$ cat src/rtl/llc_event_scheduler_if.sv
// Handshake/status bundle between the LLC event scheduler and its neighbours.
// The master drives enable and arrival pulses. The slave (the scheduler) drives queue status and popped events.
interface llc_event_scheduler_if #(
    parameter int NUM_IN = 2,
    parameter int TAG_W  = 8
);
    logic              en;
    logic [NUM_IN-1:0] new_input;
    logic              q_push;
    logic              q_push_valid;
    logic              q_pop;
    logic              q_pop_valid;
    logic              ev_valid;
    logic [NUM_IN-1:0] ev_inputs;
    logic              ev_periodic;
    logic [TAG_W-1:0]  llc_tag;
    logic [7:0]        dropped;

    modport master (
        output en, new_input,
        input  q_push, q_push_valid, q_pop, q_pop_valid,
        input  ev_valid, ev_inputs, ev_periodic, llc_tag, dropped
    );

    modport slave (
        input  en, new_input,
        output q_push, q_push_valid, q_pop, q_pop_valid,
        output ev_valid, ev_inputs, ev_periodic, llc_tag, dropped
    );
endinterface

$ cat src/rtl/llc_event_scheduler.sv
// RTLola LLC event scheduler: merges arrivals and a periodic deadline into tagged events, queues them,
// and releases one every SLOT cycles. Define SCHED_COALESCE_EN to OR-merge full-queue pushes into the tail entry.
module llc_event_scheduler #(
    parameter int NUM_IN = 2,
    parameter int PERIOD = 500,
    parameter int DEPTH  = 4,
    parameter int SLOT   = 4,
    parameter int TAG_W  = 8
) (
    input logic clk,
    input logic rst,
    llc_event_scheduler_if.slave bus
);
    localparam int PTR_W  = $clog2(DEPTH);
    localparam int CNT_W  = $clog2(DEPTH + 1);
    localparam int PCNT_W = $clog2(PERIOD);
    localparam int SLOT_W = $clog2(SLOT);

    typedef enum logic {IDLE, WAIT} state_t;

    function automatic logic [7:0] sat_inc(input logic [7:0] v);
        return (v == 8'hFF) ? v : v + 8'd1;
    endfunction

    state_t             state;
    logic [SLOT_W-1:0]  slot_cnt;
    logic [PCNT_W-1:0]  dl_cnt;
    logic [TAG_W-1:0]   tag_cnt;
    logic [PTR_W-1:0]   wr_ptr;
    logic [PTR_W-1:0]   rd_ptr;
    logic [CNT_W-1:0]   count;
    logic [NUM_IN:0]    mask_mem [DEPTH];
    logic [TAG_W-1:0]   tag_mem  [DEPTH];

    logic              deadline;
    logic [NUM_IN:0]   ev_bits;
    logic              full;
    logic              push_try;
    logic              push_ok;
    logic              pop_ok;
    logic              merge;
    logic              drop;
    logic [PTR_W-1:0]  tail_ptr;

    always_comb begin
        deadline = bus.en && (dl_cnt == PCNT_W'(PERIOD - 1));
        ev_bits  = {bus.new_input, deadline};
        full     = (count == CNT_W'(DEPTH));
        push_try = bus.en && (|ev_bits);
        push_ok  = push_try && !full;
        pop_ok   = bus.en && (state == IDLE) && (count != '0);
        tail_ptr = wr_ptr - PTR_W'(1);
`ifdef SCHED_COALESCE_EN
        merge    = push_try && full;
        drop     = 1'b0;
`else
        merge    = 1'b0;
        drop     = push_try && full;
`endif
    end

    // Queue storage is plain data; pointers and count alone define validity.
    always_ff @(posedge clk) begin
        if (push_ok) begin
            mask_mem[wr_ptr] <= ev_bits;
            tag_mem[wr_ptr]  <= tag_cnt;
        end else if (merge) begin
            mask_mem[tail_ptr] <= mask_mem[tail_ptr] | ev_bits;
        end
    end

    always_ff @(posedge clk) begin
        if (rst) begin
            state            <= IDLE;
            slot_cnt         <= '0;
            dl_cnt           <= '0;
            tag_cnt          <= '0;
            wr_ptr           <= '0;
            rd_ptr           <= '0;
            count            <= '0;
            bus.q_push       <= 1'b0;
            bus.q_push_valid <= 1'b0;
            bus.q_pop        <= 1'b0;
            bus.q_pop_valid  <= 1'b0;
            bus.ev_valid     <= 1'b0;
            bus.ev_inputs    <= '0;
            bus.ev_periodic  <= 1'b0;
            bus.llc_tag      <= '0;
            bus.dropped      <= '0;
        end else begin
            bus.q_push       <= push_try;
            bus.q_push_valid <= push_ok;
            bus.q_pop        <= bus.en && (state == IDLE);
            bus.q_pop_valid  <= pop_ok;
            bus.ev_valid     <= pop_ok;

            if (bus.en) begin
                if (dl_cnt == PCNT_W'(PERIOD - 1))
                    dl_cnt <= '0;
                else
                    dl_cnt <= dl_cnt + PCNT_W'(1);
            end

            if (push_ok) begin
                wr_ptr  <= wr_ptr + PTR_W'(1);
                tag_cnt <= tag_cnt + TAG_W'(1);
            end

            if (pop_ok) begin
                bus.ev_inputs   <= mask_mem[rd_ptr][NUM_IN:1];
                bus.ev_periodic <= mask_mem[rd_ptr][0];
                bus.llc_tag     <= tag_mem[rd_ptr];
                rd_ptr          <= rd_ptr + PTR_W'(1);
            end

            case ({push_ok, pop_ok})
                2'b10:   count <= count + CNT_W'(1);
                2'b01:   count <= count - CNT_W'(1);
                default: ;
            endcase

            if (drop)
                bus.dropped <= sat_inc(bus.dropped);

            // WAIT lasts SLOT-1 cycles, so consecutive pops land exactly SLOT cycles apart.
            case (state)
                IDLE: begin
                    if (pop_ok) begin
                        state    <= WAIT;
                        slot_cnt <= SLOT_W'(SLOT - 2);
                    end
                end
                WAIT: begin
                    if (bus.en) begin
                        if (slot_cnt == '0)
                            state <= IDLE;
                        else
                            slot_cnt <= slot_cnt - SLOT_W'(1);
                    end
                end
                default: state <= IDLE;
            endcase
        end
    end
endmodule

$ cat src/flat_wrapper.sv
// flat-port wrapper written by rule: the top's interface ports become plain ports
module llc_event_scheduler_flat 
#(
    parameter int NUM_IN = 2,
    parameter int PERIOD = 500,
    parameter int DEPTH  = 4,
    parameter int SLOT   = 4,
    parameter int TAG_W  = 8
)
  (clk, rst, bus_en, bus_new_input, bus_q_push, bus_q_push_valid, bus_q_pop, bus_q_pop_valid, bus_ev_valid, bus_ev_inputs, bus_ev_periodic, bus_llc_tag, bus_dropped);
  llc_event_scheduler_if #(.NUM_IN(NUM_IN), .TAG_W(TAG_W)) bus_i ();
  input logic clk;
  input logic rst;
  input wire logic [$bits(bus_i.en)-1:0] bus_en;
  input wire logic [$bits(bus_i.new_input)-1:0] bus_new_input;
  output wire logic [$bits(bus_i.q_push)-1:0] bus_q_push;
  output wire logic [$bits(bus_i.q_push_valid)-1:0] bus_q_push_valid;
  output wire logic [$bits(bus_i.q_pop)-1:0] bus_q_pop;
  output wire logic [$bits(bus_i.q_pop_valid)-1:0] bus_q_pop_valid;
  output wire logic [$bits(bus_i.ev_valid)-1:0] bus_ev_valid;
  output wire logic [$bits(bus_i.ev_inputs)-1:0] bus_ev_inputs;
  output wire logic [$bits(bus_i.ev_periodic)-1:0] bus_ev_periodic;
  output wire logic [$bits(bus_i.llc_tag)-1:0] bus_llc_tag;
  output wire logic [$bits(bus_i.dropped)-1:0] bus_dropped;
  assign bus_i.en = bus_en;
  assign bus_i.new_input = bus_new_input;
  assign bus_q_push = bus_i.q_push;
  assign bus_q_push_valid = bus_i.q_push_valid;
  assign bus_q_pop = bus_i.q_pop;
  assign bus_q_pop_valid = bus_i.q_pop_valid;
  assign bus_ev_valid = bus_i.ev_valid;
  assign bus_ev_inputs = bus_i.ev_inputs;
  assign bus_ev_periodic = bus_i.ev_periodic;
  assign bus_llc_tag = bus_i.llc_tag;
  assign bus_dropped = bus_i.dropped;
  llc_event_scheduler #(.NUM_IN(NUM_IN), .PERIOD(PERIOD), .DEPTH(DEPTH), .SLOT(SLOT), .TAG_W(TAG_W)) u_core (.clk(clk), .rst(rst), .bus(bus_i));
endmodule
$ cat config.mk
export PLATFORM = sky130hd
export DESIGN_NAME = llc_event_scheduler_flat
export DESIGN_NICKNAME = d
export VERILOG_FILES = /design/src/rtl/llc_event_scheduler_if.sv /design/src/rtl/llc_event_scheduler.sv /design/src/flat_wrapper.sv
export SDC_FILE = /design/constraint.sdc
export NUM_CORES = 1
export LEC_CHECK = 0
export ABC_AREA = 1
export CAP_MARGIN = 20
export CORE_ASPECT_RATIO = 2
export CORE_MARGIN = 4
export CORE_UTILIZATION = 52
export CTS_CLUSTER_DIAMETER = 60
export CTS_CLUSTER_SIZE = 28
export DETAILED_ROUTE_END_ITERATION = 12
export PLACE_DENSITY_LB_ADDON = 0.25
export SETUP_SLACK_MARGIN = 0.15
export SKIP_LAST_GASP = 1
export SYNTH_ARGS = -nofsm -noshare
export SYNTH_HDL_FRONTEND = slang
export SYNTH_SLANG_ARGS = --single-unit
$ cat constraint.sdc
create_clock -name clk -period 2.03 [get_ports clk]
set_input_delay 0.406 -clock clk [delete_from_list [all_inputs] [get_ports clk]]
set_output_delay 0.406 -clock clk [all_outputs]
set_load 0.02 [all_outputs]
==> flow_summary.yaml, run 1 <==
drt:
  routed_wl_um: 7600
  drc_errors: 0
  ant_nets: 0
  first_iter_violations: 134
  drt_pass1_iterations: 4
  wl_per_cell_um: 13.7
  vias_per_cell: 5.24
  num_vias: 2905
timing:
  hold_violations: 0
  grt_setup_unrepaired: "true"
  drv_slew: 0
  setup_tns_ps: 0
  fin_skew_ps: 5.59
  slew_headroom_pct: 64.1
  fin_crit_ps: 1890
  max_freq_mhz: 530
  tightest_slew_ps: 538
  timing.final.ws_setup_ps: 143
  finalCritPeriodShare_pct: 93.0
  setup_viol: 0
  hold_ws_ps: 426
logic_synthesis:
  synth_area_per_cell_um2: 9.61
  synth_top_area_share_pct: 33.4
  syn_inst: 412
  synth_most_common_cell: "nor2_1"
  ys_seq_elements: 94
  netlist_area_um2: 3960
  synth_area_leaders: "edfxtp_1, dfxtp_1, nor2_1"
  ys_types: 36
  yosysSeqAreaShare_pct: 58.6
  async_flop_share_pct: 0
  syn_nets: 427
  yosys-top-cells-count: "nor2_1, dfxtp_1, nand2_1, edfxtp_1, o21ai_0"
  synth_ff_type: "dfxtp_1"
  synth_top_cell_by_area: "edfxtp_1"
  synth_edf_count: 44
  ys_warn_count: 0
worst_hold_path:
  holdCritPathClass: "flip-flop to flip-flop"
clocking:
  insertion_delay_ps: 340
  hold_buffers: 0
  cts_tree: "done"
  cts.reportedPaths.clkPinSlew_ps: 60
  cts_root_buf: "clkbuf_16"
  htree_levels: 3
  clk_path_buf_depth: 2
  cts.sinks: 94
  cts_inserted_buffers: 9
cells_and_area:
  drive_gt1_share_pct: 14.5
  utilization_pct: 66.2
  areaGrowthSynthToFinish_pct: 22.4
  diodes: 0
  final_cells: 554
  nets: 473
power:
  p_leak_uw: 0.00183
  ir_drop_uv: 591
  power_density_nw_per_um2: 1070
setup_path:
  path_class: "flip-flop to flip-flop"
  required_ps: 2260
  cp_slowest_cell: "dfxtp_2"
  cpPeakStageDelay_ps: 340
  cp-start-kind: "flip-flop"
  worstPathArrival_ps: 2120
  endpoint_kind: "flip-flop"
  crit_chain: "ha_4, nand2_1, nor2_2, nand2_2, a21oi_4, nand2_4, ha_4, inv_2, fa_2, a21oi_1, o21ai_1, o21ai_1, a21oi_1"
  critPathMaxFanout: 4
global_route:
  grt_pass1_wl_um: 13000
  antenna_found_initial: 0
  grt_start_max_net_pins: 24
  overflow: 0
  grt_pass1_vias: 2900
  grtUsageTotal_pct: 17.9
floorplan:
  initial_core_util_pct: 54.1
  coreArea_um2: 7320
  ios: 29
  rows: 44
  die_h_um: 131
  die_width_um: 69.7
  fp.dieArea_um2: 9160
placement:
  post-place-ws_ps: -380
  dp_cells: 538
  io_buffer_count: 28
  routabilityCongestion: 0.858
  dp_hpwl_um: 5480
run:
  cap_violations: 0
outcome:
  status: "complete, no violations"
[sequential cells by signal, summed over array words and instances (netlist names), 2 cells and up]
signal                cells
u_core.slot_cnt           2
u_core.wr_ptr             2
u_core.bus.ev_inputs      2
u_core.rd_ptr             2
u_core.count              3
u_core.mask_mem          12
u_core.bus.dropped        8
u_core.tag_cnt            8
u_core.tag_mem           32
u_core.dl_cnt             9
u_core.bus.llc_tag        8
[cells in the final DEF (no fill, tap or decap), types with 4 or more instances in the layout]
cell             Yosys  layout
o21ai_0             43      41
a31oi_1             11      11
nor2_2               2       7
dfxtp_1             50      45
dfxtp_2              0       5
xor2_1               7       7
clkdlybuf4s50_1      0      24
inv_1               30      28
buf_4                3      18
nand3_1              9       9
nand2_2              4       4
a21oi_1             22      22
clkbuf_16            0       9
nand4_1              9       9
nand2_1             49      49
ha_1                 9       7
xnor2_1              5       5
edfxtp_1            44      44
nor2_1              78      72
buf_12               0       4
nor3_1               6       6
[cell type report]
cell class                 instances  area [um2]
multi-input combinational        272        1490
inverter                          31         116
clock inverter                     5        58.8
clock buffer                      10         239
fill                             563        2470
tap                               92         115
sequential                        94        2330
timing repair buffer              50         498
[repair_timing]
action / in CTS / in global routing
endpoints found under the hold margin: 0 / 0
resized for setup: 4 / 6
pin swaps: 3 / 0
setup endpoints to repair: 1 / 36
gates cloned: 0 / 0
buffers inserted: 1 / 0
[worst paths after layout]
kind	startpoint	endpoint	slack, ps	cells past startpoint
hold / removal	u_core.slot_cnt[0]	u_core.slot_cnt[0]	430	1
setup / recovery	u_core.dl_cnt[1]	u_core.count[2]	140	13
hold reg to reg	u_core.slot_cnt[0]	u_core.slot_cnt[0]	430	1
setup reg to reg	u_core.dl_cnt[1]	u_core.count[2]	140	13
[worst max-delay path: cells and delay by family (launching register included)]
| family | cells | cell delay [ps] |
|---|---|---|
| flip-flops | 1 | 340 |
| AO/OA/AOI/OAI | 5 | 500 |
| AND/OR/NAND/NOR | 4 | 270 |
| buffers and inverters | 1 | 40 |
| adder cells (fa/ha/maj) | 3 | 620 |
[power by group]
part	internal [uW]	switching, uW
Combinational	483	715
Clock	982	691
Sequential	2200	112
[cell families (layout without fill, tap and decap cells)]
family	Yosys count	after routing	synth area share, %
AND/OR/NAND/NOR	168	168	19.2
flip-flops	94	94	58.6
AO/OA/AOI/OAI	82	82	11.3
buffers and inverters	46	96	4.90
XOR/XNOR	12	12	2.65
adder cells (fa/ha/maj)	10	10	3.35
[per-stage QoR]
step                total power (uW)  area (um2)
global placement                3530        4530
detailed placement              3560        4530
finish                          5180        4850
CTS                             5240        4840
floorplan                       3120        4000
global route                    5470        4850
[routing by layer]
layer	wire [um]	global-route usage [%]	share of wire [%]
met1	2760	17.5	36
met2	4280	32.6	56
met3	257	4.59	3.4
met4	303	11.4	4.0
met5	0	0	0
No activity file was read; power rests on OpenSTA's default activity.
==> run 2: changes to the inputs <==
--- a/config.mk
+++ b/config.mk
@@ -10,7 +10,7 @@
 export CORE_ASPECT_RATIO = 2
 export CORE_MARGIN = 4
 export CORE_UTILIZATION = 52
-export CTS_CLUSTER_DIAMETER = 60
+export CTS_CLUSTER_DIAMETER = 150
 export CTS_CLUSTER_SIZE = 28
 export DETAILED_ROUTE_END_ITERATION = 12
 export PLACE_DENSITY_LB_ADDON = 0.25
==> results of run 2 <==
No change in the layout: final DEF, timing and power equal those of run 1.
==> run 3: changes to the inputs <==
--- a/config.mk
+++ b/config.mk
@@ -16,6 +16,7 @@
 export PLACE_DENSITY_LB_ADDON = 0.25
 export SETUP_SLACK_MARGIN = 0.15
 export SKIP_LAST_GASP = 1
+export SLEW_MARGIN = 20
 export SYNTH_ARGS = -nofsm -noshare
 export SYNTH_HDL_FRONTEND = slang
 export SYNTH_SLANG_ARGS = --single-unit
==> results of run 3 <==
No change in the layout: final DEF, timing and power equal those of run 1.
==> edit 1: new RTL, settings of run 3 <==
`TAG_W` is set to 8 in 3 places; all go to 7.
--- a/src/rtl/llc_event_scheduler_if.sv
+++ b/src/rtl/llc_event_scheduler_if.sv
@@ -2,7 +2,7 @@
 // The master drives enable and arrival pulses. The slave (the scheduler) drives queue status and popped events.
 interface llc_event_scheduler_if #(
     parameter int NUM_IN = 2,
-    parameter int TAG_W  = 8
+    parameter int TAG_W  = 7
 );
     logic              en;
     logic [NUM_IN-1:0] new_input;
--- a/src/rtl/llc_event_scheduler.sv
+++ b/src/rtl/llc_event_scheduler.sv
@@ -5,7 +5,7 @@
     parameter int PERIOD = 500,
     parameter int DEPTH  = 4,
     parameter int SLOT   = 4,
-    parameter int TAG_W  = 8
+    parameter int TAG_W  = 7
 ) (
     input logic clk,
     input logic rst,
--- a/src/flat_wrapper.sv
+++ b/src/flat_wrapper.sv
@@ -5,7 +5,7 @@
     parameter int PERIOD = 500,
     parameter int DEPTH  = 4,
     parameter int SLOT   = 4,
-    parameter int TAG_W  = 8
+    parameter int TAG_W  = 7
 )
   (clk, rst, bus_en, bus_new_input, bus_q_push, bus_q_push_valid, bus_q_pop, bus_q_pop_valid, bus_ev_valid, bus_ev_inputs, bus_ev_periodic, bus_llc_tag, bus_dropped);
   llc_event_scheduler_if #(.NUM_IN(NUM_IN), .TAG_W(TAG_W)) bus_i ();
Interface: changed (resized bus_llc_tag); port bits go from 29 to 28. The function was not compared with the original's and may differ.
==> edit 1 against run 3 <==
Sequential share of layout area is 0.73 points lower. Global-route usage is 1.6 points higher. Sequential power is 6% lower. Hold slack better by 0.0050 ns. Final area is 5.6% lower. Wire length is 4.0% lower. Area after synthesis is 6.6% lower. Setup slack worse by 0.0015 ns. Sequential cell count is 6 lower. Total power is 6.2% lower. Combinational power is 3% lower. Critical endpoint unchanged. Largest cell class unchanged.
==> edit 1: results (changes against run 3) <==
status finished clean; met2 wire length 4.25 mm (-0.68%); largest cells by area after synthesis edfxtp_1 (32%), dfxtp_1 (26%), nor2_1 (7.4%), o21ai_0 (5.5%), nand2_1 (5.0%); nets 451 (-4.7%); sequential share of power 44.4% (-0.2 points); IO Port Bufs 27 (-3.6%); combinational power 1160 uW (-3%); Worst path slowest cell fa_2; Clock Skew 0.00343 ns (-0.00216 ns); wl on met1 2.64 mm (-4.6%); Mapped Avg Cell Area 9.44 sq um (-1.9%); antenna violations before repair 0 (unchanged); Leak Pwr 0.00174 uW (-5.0%); Net Sw Frac 29.5% (+0.25 points); Mapped Nets 407 (-4.7%); top layer in use met4; global-route usage over all layers 19.6% (+1.6 points); global-route wire length before repair 12.6 mm (-3.0%); Pre-antenna DRT Iters 4 (unchanged); Initial DRC Count 104 (-22%); share of cells above drive strength 1 15.2% (+0.69 points); via count 2770 (-4.6%); Worst-Margin Slew 0.507 ns (-0.0311 ns); asr flop ratio synth 0% (unchanged); synth unique cells 32 (-11%); Largest regs u_core.tag_mem x28, u_core.mask_mem x12, u_core.dl_cnt x9; Min-Delay Path Class flop to flop; Final min period 1.89 ns (+0.00147 ns); Cells after DPL 514 (-4.5%); max reg flops 28 (-13%); yosys warns 0 (unchanged); GPL Wtd Cong 0.782 (-8.9%); Post-Layout Cell Count 531 (-4.2%); Worst path max stage delay 0.36 ns (+0.02 ns); Seq/Total Area, Yosys 58.5% (-0.17 points); clk slew on worst S/H paths 0.06 ns (about the same); placed cell areas 4250 sq um (-6.1%); Peak VDD IR 0.000611 V (+3.3%); Met3 Wirelength 217 um (-16%); crit-path max FO 3 (-1); most frequent cells after synthesis nor2_1 (73), nand2_1 (49), dfxtp_1 (48); final wirelength 7.29 mm (-4.0%); number of synthesized flops with an enable pin 40 (-9.1%); Root Buffer clkbuf_16; Post-DP HPWL 5.37 mm (-2.1%); CP arrival 2.11 ns; main flop type after synthesis dfxtp_1; largest net degree at the start of global routing 23 (-4.2%)
-- edit 1: cell type report --
cell class | instances | area (sq um)
repair buffers | 49 | 490
multi-input cells | 258 | 1410
well taps | 90 | 113
clock buffers | 12 | 256
clock inverters | 4 | 30.0
flip-flops and latches | 88 | 2160
inverters | 30 | 113
fillers | 534 | 2360
-- edit 1: per-stage QoR --
step / setup WS, ns / power, uW
after floorplan: 0.0157 / 2920
after global placement: -0.214 / 3300
after detailed placement: -0.310 / 3330
after CTS: 0.150 / 4920
after global routing: 0.0557 / 5140
final: 0.142 / 4860
-- edit 1: path summary, 6_finish.rpt --
kind | from | end | slack (ns) | cells past startpoint
min | u_core.slot_cnt[0] | u_core.slot_cnt[0] | 0.43 | 1
min reg2reg | u_core.slot_cnt[0] | u_core.slot_cnt[0] | 0.43 | 1
max | u_core.dl_cnt[1] | u_core.count[2] | 0.14 | 13
max reg2reg | u_core.dl_cnt[1] | u_core.count[2] | 0.14 | 13
-- edit 1: repair_timing --
action	CTS	global route
pin swaps	2	4
gates resized for setup	4	6
buffers inserted	1	0
setup endpoints to repair	10	33
hold endpoints to repair	0	0
-- edit 1: routing by layer --
metal | GRT usage [%] | vias up
li1 | - | 1407
met1 | 18.8 | 1300
met5 | 0 | -
met3 | 5.19 | 12
met2 | 35.6 | 51
met4 | 11.0 | 0
-- edit 1: cells by family after synthesis --
group / after synthesis / share of synthesized area (%)
compound gates: 78 / 11.5
xor+xnor: 10 / 2.37
fa+ha+maj: 10 / 3.59
buf+inv: 46 / 5.18
flops: 88 / 58.5
simple gates: 160 / 18.9
-- edit 1: worst register-to-register path, delay by kind of cell (launching register included) --
family	cells	cell delay (ns)
fa+ha+maj	3	0.65
compound gates	5	0.48
flops	1	0.34
simple gates	4	0.26
buf+inv	1	0.04
==> edit 2: new RTL, settings of run 3 <==
Without the edit above. Reset style: asynchronous (`rst`), changed in one clocked block.
--- a/src/rtl/llc_event_scheduler.sv
+++ b/src/rtl/llc_event_scheduler.sv
@@ -69,7 +69,7 @@
         end
     end
 
-    always_ff @(posedge clk) begin
+    always_ff @(posedge clk or posedge rst) begin
         if (rst) begin
             state            <= IDLE;
             slot_cnt         <= '0;
Function: differs if rst is asserted again (counterexample within 4 cycles, from zero or initial values and one cycle with rst high); with rst held inactive, the same outputs for 10 cycles.
==> edit 2 against run 3 <==
Setup slack better by 0.0062 ns. Fmax up 0.33%. Critical endpoint is now u_core.count[1]. Final area up 6.3%. Sequential cell count unchanged. Wire length up 5.8%. Count of clock-buffer cells in the layout up 1. Area after synthesis up 5.6%. Largest cell class unchanged. Global-route usage up 0.44 points. Critical path depth down 3. Final cell count up 2.5%. Non-clock buffer count up 8.
Power is not compared: it rests on default switching activity, and its combinational part moved more than twofold at a synthesized area within 25%.
==> edit 2: results (changes against run 3) <==
met2 wire length 4.69 mm (+9.8%); Post-DP HPWL 5.82 mm (+6.1%); Initial DRC Count 121 (-9.7%); via count 2889 (-0.55%); sequential share of power 42.2%; Pre-antenna DRT Iters 4 (unchanged); antenna violations before repair 0 (unchanged); diode count 0 (unchanged); htree depth 3 (unchanged); Peak VDD IR approximately 0.00079 V; crit-path max FO 2 (-2); synth unique cells 29 (-19%); Mapped Nets 425 (-0.47%); Internal between 4000 and 5000 uW; Root Buffer clkbuf_16; Clock Path Buffers 2 (unchanged); wl on met1 2.92 mm (+5.7%); vias in the first global route 2984 (+2.9%); Worst path slowest cell fa_2; Num CTS Buffers 9 (unchanged); Cells after DPL 545 (+1.3%); status finished clean; placed cell areas 4790 sq um (+5.9%); Net Sw Frac 35.3%; asr flop ratio synth 53.2% (+53 points); CP arrival 2.15 ns (+0.03 ns); # setup viols final 0 (unchanged); Min-Delay Path Class input pin to async pin; Seq/Total Area, Yosys 61.5% (+2.9 points); Mapped Avg Cell Area 10.2 sq um (+6.1%); Worst path max stage delay 0.43 ns (+0.09 ns); Clock Skew 0.00650 ns (+0.000908 ns); GPL Wtd Cong 0.792 (-7.8%); global-route usage over all layers 18.4% (+0.44 points); number of synthesized flops with an enable pin 44 (unchanged); largest net degree at the start of global routing 37 (+54%); Met3 Wirelength 228 um (-11%); setup slack at placement -0.271 ns (+0.108 ns); global-route wire length before repair 13.6 mm (+4.9%); post-DR vias/cell 5.09 (-3.0%); most frequent cells after synthesis nor2_1 (79), nand2_1 (75), dfrtp_1 (50); Leak Pwr approximately 0.0022 uW; Largest regs u_core.tag_mem x32, u_core.mask_mem x12, u_core.dl_cnt x9; nets 482 (+1.9%); Clk. pwr between 1500 and 2000 uW; Layout fillers 594 (+5.5%); share of cells above drive strength 1 15.0% (+0.54 points); top layer in use met4; clk_lat worst skew 0.33 ns; yosys warns 0 (unchanged); Crit path max-delay family adder cells; main flop type after synthesis dfrtp_1; worst relative slew slack 62.7% (-1.4 points); clk slew on worst S/H paths approximately 0.07 ns; IO Port Bufs 28 (unchanged); final wirelength 8.04 mm (+5.8%); largest cells by area after synthesis edfxtp_1 (32%), dfrtp_1 (30%), nor2_1 (7.1%), nand2_1 (6.7%), o21ai_0 (4.1%)
-- edit 2: cells by family after synthesis --
group | Yosys count | share of synthesized area (%)
and+or+nand+nor | 191 | 20.5
DFF | 94 | 61.5
AOI/OAI and AO/OA | 50 | 6.61
buffers and inverters | 50 | 5.09
xor gates and xnor gates | 15 | 3.14
adders and majority gates | 10 | 3.17
-- edit 2: metal layers --
metal  track usage, %  vias up
met4             8.58        0
met3             4.10       15
met1             18.3     1376
met5                0        -
met2             34.7       40
li1                 -     1458
-- edit 2: path summary, 6_finish.rpt --
kind | from | end | slack, ns | cells after the start
min reg2reg | u_core.dl_cnt[6] | u_core.dl_cnt[6] | 0.50 | 1
max reg2reg | u_core.dl_cnt[1] | u_core.count[1] | 0.15 | 10
max | u_core.dl_cnt[1] | u_core.count[1] | 0.15 | 10
min in group clk | bus_new_input[0] | u_core.mask_mem[2][1] | 0.47 | 1
min | rst | u_core.bus.llc_tag[7] | 0.36 | 2
max in group asynchronous | rst | u_core.tag_cnt[6] | 1.16 | 3
-- edit 2: repair_timing --
action | in CTS | in global routing
resized for setup | 4 | 4
cloned | 0 | 0
setup buffers | 4 | 3
endpoints found under the hold margin | 0 | 0
pin swaps | 7 | 4
setup endpoints to repair | 2 | 32
-- edit 2: final cells by class --
type,count,share of cell area [%]
Clock buffer,11,4.52
Clock inverter,5,1.14
Inverter,38,2.82
Multi-Input combinational cell,266,28.0
Sequential cell,94,49.9
Tap cell,96,2.33
Timing Repair Buffer,58,11.3
-- edit 2: per-stage QoR --
stage | setup TNS [ns] | util (%)
after floorplan | 0 | -
after global placement | -5.60 | 60.8
after detailed placement | -6.83 | 60.8
after CTS | 0 | 64.9
after global routing | 0 | 65.4
final | 0 | 65.4
